==> src/rtl/pwm_multi.sv <==
// pwm_multi: multi-channel PWM generator on the 8-bit CSR bus.
// Channel i: CTRL at BASE_ADDR+2i, CYCLE at BASE_ADDR+2i+1.
// Optional feature macro: PWM_POLARITY_EN (adds CTRL.POL output inversion).
module pwm_multi #(
  parameter logic [4:0] BASE_ADDR    = 5'h0c,
  parameter int         NUM_CHANNELS = 2
) (
  input  logic                    clk,
  input  logic                    rst,
  input  logic                    pwm_ce,
  input  logic [4:0]              csr_a,
  input  logic [7:0]              csr_di,
  input  logic                    csr_we,
  output logic [7:0]              csr_do,
  output logic [NUM_CHANNELS-1:0] pwm_en,
  output logic [NUM_CHANNELS-1:0] pwm_out
);

  // Per-channel readback words gathered for the shared read mux.
  logic [7:0] ctrl_rd  [NUM_CHANNELS];
  logic [7:0] cycle_rd [NUM_CHANNELS];

`ifdef PWM_POLARITY_EN
  logic unused_di;
  assign unused_di = ^csr_di[5:2];
`else
  logic unused_di;
  assign unused_di = ^csr_di[6:2];
`endif

  generate
    for (genvar gi = 0; gi < NUM_CHANNELS; gi++) begin : g_ch
      // Addresses are compared in 6 bits so BASE_ADDR+2*NUM_CHANNELS == 32 cannot alias.
      localparam logic [5:0] CTRL_ADDR  = 6'(BASE_ADDR) + 6'(2 * gi);
      localparam logic [5:0] CYCLE_ADDR = CTRL_ADDR + 6'd1;

      logic       ctrl_wr, cycle_wr;
      logic       en_reg, en_next;
      logic [1:0] mode_reg, mode_next;
      logic [7:0] pending_reg, pending_next;
      logic [7:0] duty_reg, duty_next;
      logic [6:0] cnt_reg, cnt_next;
      logic [6:0] period_last;
      logic       wrap;
      logic       raw_next;
      logic       out_reg, out_next;
      logic       pol_bit;

      assign ctrl_wr     = csr_we && ({1'b0, csr_a} == CTRL_ADDR);
      assign cycle_wr    = csr_we && ({1'b0, csr_a} == CYCLE_ADDR);
      assign period_last = 7'h7f >> mode_reg;
      // Wrap is judged on the pre-write CTRL so a coincident write cannot retime this step.
      assign wrap        = en_reg && pwm_ce && (cnt_reg == period_last);

`ifdef PWM_POLARITY_EN
      logic pol_reg;
      // Output polarity bit, written with the rest of CTRL.
      always_ff @(posedge clk) begin
        if (rst)          pol_reg <= 1'b0;
        else if (ctrl_wr) pol_reg <= csr_di[6];
      end
      // Output sees the polarity as it will be after this edge.
      assign pol_bit = ctrl_wr ? csr_di[6] : pol_reg;
      assign ctrl_rd[gi] = {en_reg, pol_reg, 4'b0000, mode_reg};
`else
      assign pol_bit = 1'b0;
      assign ctrl_rd[gi] = {en_reg, 1'b0, 4'b0000, mode_reg};
`endif
      assign cycle_rd[gi] = pending_reg;

      // Next-state: CSR writes, counter step, double-buffered duty load, output level.
      always_comb begin
        en_next      = en_reg;
        mode_next    = mode_reg;
        pending_next = pending_reg;
        duty_next    = duty_reg;
        cnt_next     = cnt_reg;
        raw_next     = 1'b0;
        out_next     = 1'b0;

        if (cycle_wr) pending_next = csr_di;
        if (ctrl_wr) begin
          en_next   = csr_di[7];
          mode_next = csr_di[1:0];
        end

        // Duty follows pending while idle; when running it reloads only at wrap,
        // taking a same-cycle CYCLE write through the bypass.
        if (!en_reg || wrap) duty_next = pending_next;

        if (!en_reg)      cnt_next = 7'd0;
        else if (wrap)    cnt_next = 7'd0;
        else if (pwm_ce)  cnt_next = cnt_reg + 7'd1;

        // A change of EN or MODE restarts the period and overrides the step.
        if ((en_next != en_reg) || (mode_next != mode_reg)) cnt_next = 7'd0;

        raw_next = en_next && ({1'b0, cnt_next} < duty_next);
        out_next = en_next ? (raw_next ^ pol_bit) : pol_bit;
      end

      // Channel state registers.
      always_ff @(posedge clk) begin
        if (rst) begin
          en_reg      <= 1'b0;
          mode_reg    <= 2'd0;
          pending_reg <= 8'h00;
          duty_reg    <= 8'h00;
          cnt_reg     <= 7'd0;
          out_reg     <= 1'b0;
        end else begin
          en_reg      <= en_next;
          mode_reg    <= mode_next;
          pending_reg <= pending_next;
          duty_reg    <= duty_next;
          cnt_reg     <= cnt_next;
          out_reg     <= out_next;
        end
      end

      assign pwm_en[gi]  = en_reg;
      assign pwm_out[gi] = out_reg;
    end
  endgenerate

  // Combinational read mux; zero outside the block so it can be OR-combined.
  always_comb begin
    csr_do = 8'h00;
    for (int i = 0; i < NUM_CHANNELS; i++) begin
      if ({1'b0, csr_a} == (6'(BASE_ADDR) + 6'(2 * i)))
        csr_do = ctrl_rd[i];
      else if ({1'b0, csr_a} == (6'(BASE_ADDR) + 6'(2 * i) + 6'd1))
        csr_do = cycle_rd[i];
    end
  end

endmodule

==> config.mk <==
export PLATFORM = sky130hd
export DESIGN_NAME = pwm_multi
export DESIGN_NICKNAME = d
export VERILOG_FILES = /design/src/rtl/pwm_multi.sv
export SDC_FILE = /design/constraint.sdc
export NUM_CORES = 1
export LEC_CHECK = 0
export CORE_MARGIN = 10
export CORE_UTILIZATION = 40
export DETAILED_ROUTE_END_ITERATION = 12
export PLACE_DENSITY = 0.67
export SETUP_SLACK_MARGIN = 0.3
export SYNTH_ARGS = -nofsm -noshare
export SYNTH_HDL_FRONTEND = slang
export SYNTH_SLANG_ARGS = --single-unit
==> constraint.sdc <==
create_clock -name clk -period 6.6 [get_ports clk]
set_input_delay 0.99 -clock clk [delete_from_list [all_inputs] [get_ports clk]]
set_output_delay 0.99 -clock clk [all_outputs]
set_load 0.03 [all_outputs]
==> impl_metrics.toml, run 1 <==
[route]
dr.pass1.iters = 4
vias_per_cell = 5.06
num_vias = 2140
drt_iter0_markers = 99
wl_per_cell_um = 13.6
drt.antenna.violating_nets = 0
drcViolationCount = 0
routed_wl_um = 5760

[logic_synthesis]
synthMuxAreaShare = 0.143
netlist_instances = 308
async_reset_ff_frac = 0
synth-seq-area-share = 0.388
synth_fp_nets = 339
synth_edf_count = 0
synth-adder-area-share = 0.0629
synth-compound-area-share = 0.120
synth_seq_cells = 54
synth_flop_cell = "dfxtp_1"
ys_types = 47
yosys_warnings = 0
netlist_area_um2 = 2780
synth_top_family_by_area = "simple AND/OR/NAND/NOR gates"
synth_area_per_cell_um2 = 9.04
synthSimpleGateAreaFrac = 0.196
synthXorXnorAreaFrac = 0.0503

[setup_path]
cp-end-kind = "output port"
cp_data_arrival_time_ps = 3150
path_max_fanout = 14
start_kind = "primary input"
crit_type = "in -> out"
crit_required_ps = 5610

[global_routing]
grt_start_max_net_pins = 43
grt_remaining_overflow = 0
grt_pass1_wl_um = 9660
antenna_found_initial = 0
grt_pass1_vias = 2073
groute.usage.overall = 0.112

[clock_tree]
clock-sinks = 54
clk_latency_ps = 300
clock_path_buffers = 2
cts_buffers = 5
root_buffer = "clkbuf_8"
htreeDepth = 2
postCtsHoldBufs = 0
postCtsSetupBuffers = 0
cts_tree = "built"
clk_pin_slew_ps = 80
cts_resized = 0

[placed_design]
pre_cts_ws_ps = 2190
dpl_cell_area_um2 = 3100
place.gp.congestion = 0.865
io_buffers = 28
detailed_place_hpwl_um = 4540

[timing]
fin_ws_ps = 2460
setup_viol = 0
clock_skew_ps = 10.2
hold_ws_ps = 454
period_share = 0.627
rsz0062_at_grt = "false"
setup-tns-final_ps = 0
slew_violations = 0
maxSlewHeadroom = 0.531
finalCriticalPeriod_ps = 4140
hold_viol = 0
fmaxAchievable_mhz = 242
tightestPinTransition_ps = 702

[job]
maxCapViolations = 0

[power]
ir_drop_mv = 0.0765
p_total_uw = 542
powerDensity_nw_per_um2 = 171
leakage_nw = 1.18

[die]
coreArea_um2 = 6790
io-pin-count = 29
die_y_um = 103
die_w_um = 103
die_area_um2 = 10700
rows = 30
start_util = 0.410

[status]
status = "complete, no violations"

[cells_and_area]
antenna_cells = 0
nets = 358
drive_gt1_frac = 0.0795
postLayoutCellArea_um2 = 3180
area_delta_synth_final_pct = 14.1

[worst_hold_path]
hp-class = "reg -> reg"
[metrics by stage]
stage / cells / utilization
after floorplan: 308 / -
after global placement: 416 / 0.456
after detailed placement: 416 / 0.456
after CTS: 423 / 0.467
after global routing: 423 / 0.467
final: 423 / 0.467
[worst max-delay path, cell delays in order]
cell	delay (ps)
clkdlybuf4s50_1	920
mux2i_1	180
o22ai_1	180
o31a_1	200
clkdlybuf4s50_1	680
[final timing paths]
path | start | to | slack (ps) | cells after the start
setup / recovery | csr_a[1] | csr_do[7] | 2460 | 5
hold / removal | g_ch[0].duty_reg[0] | g_ch[0].duty_reg[0] | 450 | 2
setup reg to reg | g_ch[1].cnt_reg[0] | g_ch[1].out_reg | 3530 | 10
hold reg to reg | g_ch[0].duty_reg[0] | g_ch[0].duty_reg[0] | 450 | 2
[per-layer routing]
metal  vias up  track usage  part of all wire
li1       1107            -                 -
met1       981        0.151              0.51
met5         -            0                 0
met3         2       0.0326             0.070
met2        50        0.168              0.42
met4         0       0.0332            0.0050
[power breakdown]
| group | internal, mW | switching (mW) |
|---|---|---|
| clock network | 0.0716 | 0.103 |
| registers | 0.327 | 0.00106 |
| logic | 0.0178 | 0.0204 |
| total | 0.417 | 0.125 |
[cells in the final DEF, fill, tap and decap left out, drive strengths merged, types with 6 or more instances in the layout]
cell type / synthesis / final
xnor2: 10 / 10
mux2i: 33 / 33
mux2: 6 / 6
dfxtp: 54 / 54
o21ai: 16 / 16
clkdlybuf4s50: 0 / 28
nor2b: 8 / 8
nand2: 16 / 16
ha: 14 / 14
xor2: 6 / 6
nor2: 70 / 70
[area by class of cell]
type	count	area, um2
multi-input cells	233	1590
flip-flops and latches	54	1080
well taps	96	120
repair buffers	29	288
inverters	4	15.0
clock inverters	2	10.0
clock buffers	5	68.8
fillers	657	3620
[cell usage after synthesis (all sizes together), types with 3 or more instances]
master / number / area (um2)
buf: 10 / 67.6
a21oi: 5 / 25.0
o22ai: 3 / 18.8
nand4: 5 / 37.5
nand2: 16 / 60.1
mux2: 6 / 67.6
nand2b: 3 / 18.8
xnor2: 10 / 87.6
inv: 4 / 15.0
o21ai: 16 / 80.1
nor2b: 8 / 50.1
a311oi: 3 / 26.3
xor2: 6 / 52.6
nor2: 70 / 283
nand3: 3 / 15.0
ha: 14 / 175
clkbuf: 7 / 27.5
a21o: 5 / 37.5
dfxtp: 54 / 1080
or3: 3 / 18.8
mux2i: 33 / 330
or2: 5 / 31.3
[cells by family (layout without fill, tap and decap cells)]
logic type / after synthesis / in the layout
AND/OR/NAND/NOR: 117 / 117
flip-flops: 54 / 54
AO/OA/AOI/OAI: 47 / 47
multiplexers: 39 / 39
buffers and inverters: 21 / 40
XOR/XNOR: 16 / 16
adder cells (fa/ha/maj): 14 / 14
Note: power is estimated with default switching activity, not from simulation.
==> run 2: changes to the inputs <==
==> constraint.sdc (replaced) <==
create_clock -name clk -period 3.9 [get_ports clk]
set_input_delay 0.585 -clock clk [delete_from_list [all_inputs] [get_ports clk]]
set_output_delay 0.585 -clock clk [all_outputs]
set_load 0.03 [all_outputs]
==> impl_metrics.toml, run 2 (synthesis results as in run 1) <==
[status]
status = "complete, no violations"

[power]
seqPwrFrac = 0.587
leakage_nw = 1.20
p_int_uw = 729
p_sw_frac = 0.231
switchingPower_uw = 219
p_total_uw = 947
powerDensity_nw_per_um2 = 294
ir_drop_mv = 0.118
power_frac_comb = 0.072
pwr-share-clk = 0.341

[timing]
period_share = 0.837
slew_violations = 0
finalCriticalPeriod_ps = 3270
maxSlewHeadroom = 0.456
fmaxAchievable_mhz = 306
clock_skew_ps = 9.49
hold_viol = 0
setup_viol = 0
setup-tns-final_ps = 0
rsz0062_at_grt = "false"
tightestPinTransition_ps = 813

[placed_design]
place.gp.congestion = 0.862
io_buffers = 28
dp.cells = 420
dpl_cell_area_um2 = 3130
detailed_place_hpwl_um = 5120

[clock_tree]
postCtsSetupBuffers = 0
cts_resized = 0
clk_latency_ps = 300
clock-sinks = 54
clock_path_buffers = 2
cts_buffers = 5
clk_pin_slew_ps = 90
root_buffer = "clkbuf_8"
cts_tree = "built"
htreeDepth = 2
postCtsHoldBufs = 0

[route]
drcViolationCount = 0
routed_wl_um = 6460
drt.antenna.violating_nets = 0
wl_per_cell_um = 15.1
drt_iter0_markers = 111
vias_per_cell = 5.16
num_vias = 2207
dr.pass1.iters = 4

[global_routing]
antenna_found_initial = 0
grt_pass1_vias = 2305
groute.usage.overall = 0.129
grt_remaining_overflow = 0
grt_pass1_wl_um = 11000
grt_start_max_net_pins = 24

[cells_and_area]
final_cells = 428
area_delta_synth_final_pct = 15.7
final_cell_mix = "nor2_1 (66), dfxtp_1 (54), mux2i_1 (33)"
mostFrequentLayoutCell = "nor2_1"
nets = 362
regArea_um2 = 1080
fillers = 657
multiInputGateArea_um2 = 1590
drive_gt1_frac = 0.0934
antenna_cells = 0
postLayoutCellArea_um2 = 3220

[setup_path]
cp-end-kind = "output port"
start_kind = "primary input"
crit_required_ps = 3310
path_max_fanout = 8
cp_data_arrival_time_ps = 2680
crit_type = "in -> out"

[worst_hold_path]
hp-class = "reg -> reg"

[die]
die_area_um2 = 10700
io-pin-count = 29
start_util = 0.410
rows = 30
die_w_um = 103
die_y_um = 103
coreArea_um2 = 6790

[job]
maxCapViolations = 0
## run 2: cell types whose count changed in the layout (fill, tap and decap cells not counted), sizes merged
cell / previous run / this run
clkbuf: 5 / 6
buf: 1 / 5
clkinvlp: 0 / 1
clkinv: 2 / 1
## run 2: final cells by class
type | count | area share
Clock inverter | 2 | 0.00388
Multi-Input combinational cell | 233 | 0.494
Tap cell | 96 | 0.0373
Inverter | 4 | 0.00466
Timing Repair Buffer | 33 | 0.0986
Sequential cell | 54 | 0.336
Clock buffer | 6 | 0.0256
## run 2: per-stage QoR
stage | hold WS, ps | setup WS (ps) | utilization
CTS | 466 | 661 | 0.474
global placement | 440 | 431 | 0.460
detailed placement | 445 | 375 | 0.460
floorplan | 428 | 933 | -
global route | 522 | 336 | 0.474
finish | 465 | 635 | 0.474
## run 2: final timing paths
kind / start / endpoint / slack [ps] / cells past startpoint
min reg2reg: g_ch[0].duty_reg[0] / g_ch[0].duty_reg[0] / 460 / 2
max reg2reg: g_ch[1].mode_reg[0] / g_ch[1].out_reg / 960 / 10
max: csr_a[3] / csr_do[7] / 630 / 5
min: g_ch[0].duty_reg[0] / g_ch[0].duty_reg[0] / 460 / 2
## run 2: critical path: stages
cell and delay, ps:
clkdlybuf4s50_1 550, nand4b_1 380, o22ai_1 290, o31a_1 180, clkdlybuf4s50_1 680
## run 2: per-layer routing
layer  global-route usage  part of all wire
met2                0.205              0.45
met4               0.0545             0.026
met1                0.163              0.47
met5                    0                 0
met3               0.0279             0.056
## run 2: power groups by stage
stage          Sequential (mW)  Combinational, mW  Clock (mW)
2_1_floorplan            0.568             0.0368           0
3_3_place_gp             0.569             0.0670           0
3_5_place_dp             0.569             0.0675           0
4_1_cts                  0.556             0.0678       0.333
5_1_grt                  0.557             0.0738       0.350
6_report                 0.556             0.0680       0.323
==> run 3: changes to the inputs <==
--- a/config.mk
+++ b/config.mk
@@ -8,7 +8,7 @@
 export CORE_MARGIN = 10
 export CORE_UTILIZATION = 40
 export DETAILED_ROUTE_END_ITERATION = 12
-export PLACE_DENSITY = 0.67
+export PLACE_DENSITY = 0.69
 export SETUP_SLACK_MARGIN = 0.3
 export SYNTH_ARGS = -nofsm -noshare
 export SYNTH_HDL_FRONTEND = slang
==> constraint.sdc (replaced) <==
create_clock -name clk -period 3 [get_ports clk]
set_input_delay 0.45 -clock clk [delete_from_list [all_inputs] [get_ports clk]]
set_output_delay 0.45 -clock clk [all_outputs]
set_load 0.03 [all_outputs]
==> impl_metrics.toml, run 3 (synthesis results as in run 1) <==
[status]
status = "complete, no violations"

[route]
drcViolationCount = 0
vias_per_cell = 4.99
drt.antenna.violating_nets = 0
routed_wl_um = 6610
num_vias = 2327
drt_iter0_markers = 90
wl_per_cell_um = 14.2
dr.pass1.iters = 4

[die]
die_w_um = 103
rows = 30
start_util = 0.410
die_y_um = 103
die_area_um2 = 10700
io-pin-count = 29
coreArea_um2 = 6790

[setup_path]
crit_path_max_incr_delay_ps = 430
crit_required_ps = 3220
crit_type = "reg -> reg"
cp_common_cell = "ha_4"
rrSetupSlack_ps = 400
critPathTopFamily = "compound AO/OA/AOI/OAI gates"
cpMaxStageDelayCell = "o31ai_4"
start_kind = "register"
path_cells = "ha_4, nand4_1, o31ai_4, or2_4, buf_6, nor2_4, ha_4, a21o_1, a2111oi_2, o21ai_1, a311oi_2"
cp_data_arrival_time_ps = 2820
crit_buf_inv = 1
path_max_fanout = 6
cp-end-kind = "register"

[placed_design]
detailed_place_hpwl_um = 4940
dpl_cell_area_um2 = 3370
io_buffers = 28
place.gp.congestion = 0.858
dp.cells = 449

[power]
pwr-share-clk = 0.365
switchingPower_uw = 287
p_sw_frac = 0.219
seqPwrFrac = 0.551
leakage_nw = 1.46
powerDensity_nw_per_um2 = 340
power_frac_comb = 0.083
ir_drop_mv = 0.167
p_int_mw = 1.02
p_total_mw = 1.31

[timing]
hold_viol = 0
tightestPinTransition_ps = 398
clock_skew_ps = 5.32
setup-tns-final_ps = 0
period_share = 0.865
maxSlewHeadroom = 0.733
setup_viol = 0
finalCriticalPeriod_ps = 2600
fmaxAchievable_mhz = 385
rsz0062_at_grt = "true"
slew_violations = 0

[clock_tree]
postCtsHoldBufs = 0
cts_tree = "built"
clk_latency_ps = 310
clock-sinks = 54
root_buffer = "clkbuf_8"
clk_pin_slew_ps = 90
cts_buffers = 5
htreeDepth = 2
clock_path_buffers = 2

[cells_and_area]
nets = 400
final_cells = 466
final_cell_mix = "nor2_1 (60), dfxtp_1 (46), buf_4 (39)"
drive_gt1_frac = 0.305
post-route-util = 0.566
antenna_cells = 0
area_delta_synth_final_pct = 38.2
mostFrequentLayoutCell = "nor2_1"
postLayoutCellArea_um2 = 3850

[worst_hold_path]
hp-class = "reg -> reg"

[global_routing]
antenna_found_initial = 0
groute.usage.overall = 0.124
grt_pass1_wl_um = 10400
grt_start_max_net_pins = 36
grt_remaining_overflow = 0
grt_pass1_vias = 2288

[job]
maxCapViolations = 0
run 3: cell types whose count changed in the layout (fill, tap and decap cells not counted), moves of 4 or more:
cell / previous run / this run
dfxtp_1: 54 / 46
ha_1: 14 / 8
nor2_1: 66 / 60
mux2i_1: 33 / 28
o21ai_1: 0 / 5
dlygate4sd2_1: 0 / 6
clkdlybuf4s50_1: 28 / 18
dfxtp_2: 0 / 6
nor2_4: 2 / 7
ha_4: 0 / 5
buf_4: 5 / 39
o21ai_2: 0 / 4
o21ai_0: 16 / 7
run 3: layout make-up:
class	instances	area, um2
clock buffers	7	76.3
clock inverters	1	30.0
fillers	591	2950
inverters	4	15.0
multi-input cells	233	1880
flip-flops and latches	54	1100
well taps	96	120
repair buffers	71	633
run 3: final timing paths:
path / start / endpoint / depth (start not counted)
setup / recovery: g_ch[1].cnt_reg[1] / g_ch[1].out_reg / 11
hold / removal: g_ch[0].duty_reg[0] / g_ch[0].duty_reg[0] / 2
setup reg to reg: g_ch[1].cnt_reg[1] / g_ch[1].out_reg / 11
hold reg to reg: g_ch[0].duty_reg[0] / g_ch[0].duty_reg[0] / 2
run 3: per-layer routing:
| metal | track usage | wire, um |
|---|---|---|
| met1 | 0.166 | 3370 |
| met4 | 0.0513 | 102 |
| met2 | 0.189 | 2870 |
| met5 | 0 | 0 |
| met3 | 0.0252 | 267 |
run 3: what timing repair did:
item / CTS / global route
pin swaps: 13 / 21
setup endpoints to repair: 5 / 2
cloned: 0 / 1
gates resized for setup: 35 / 50
setup buffers: 3 / 5
endpoints found under the hold margin: 0 / 0
run 3: worst register-to-register path: stages, from the launching register on:
cell	delay, ps
dfxtp_4	370
ha_4	140
nand4_1	160
o31ai_4	440
or2_4	270
buf_6	120
nor2_4	30
ha_4	170
a21o_1	180
a2111oi_2	280
o21ai_1	130
a311oi_2	240
run 3: power by group through the flow:
stage / Clock, mW / Combinational, mW / Sequential (mW)
after global placement: 0 / 0.0986 / 0.739
after floorplan: 0 / 0.0480 / 0.739
after CTS: 0.491 / 0.102 / 0.723
after global routing: 0.519 / 0.117 / 0.722
final: 0.478 / 0.109 / 0.721
after detailed placement: 0 / 0.0993 / 0.739
run 3: per-stage QoR:
stage	setup WS (ps)	hold slack [ps]
floorplan	301	428
global placement	-214	453
detailed placement	-265	459
CTS	309	480
global route	264	507
finish	405	480
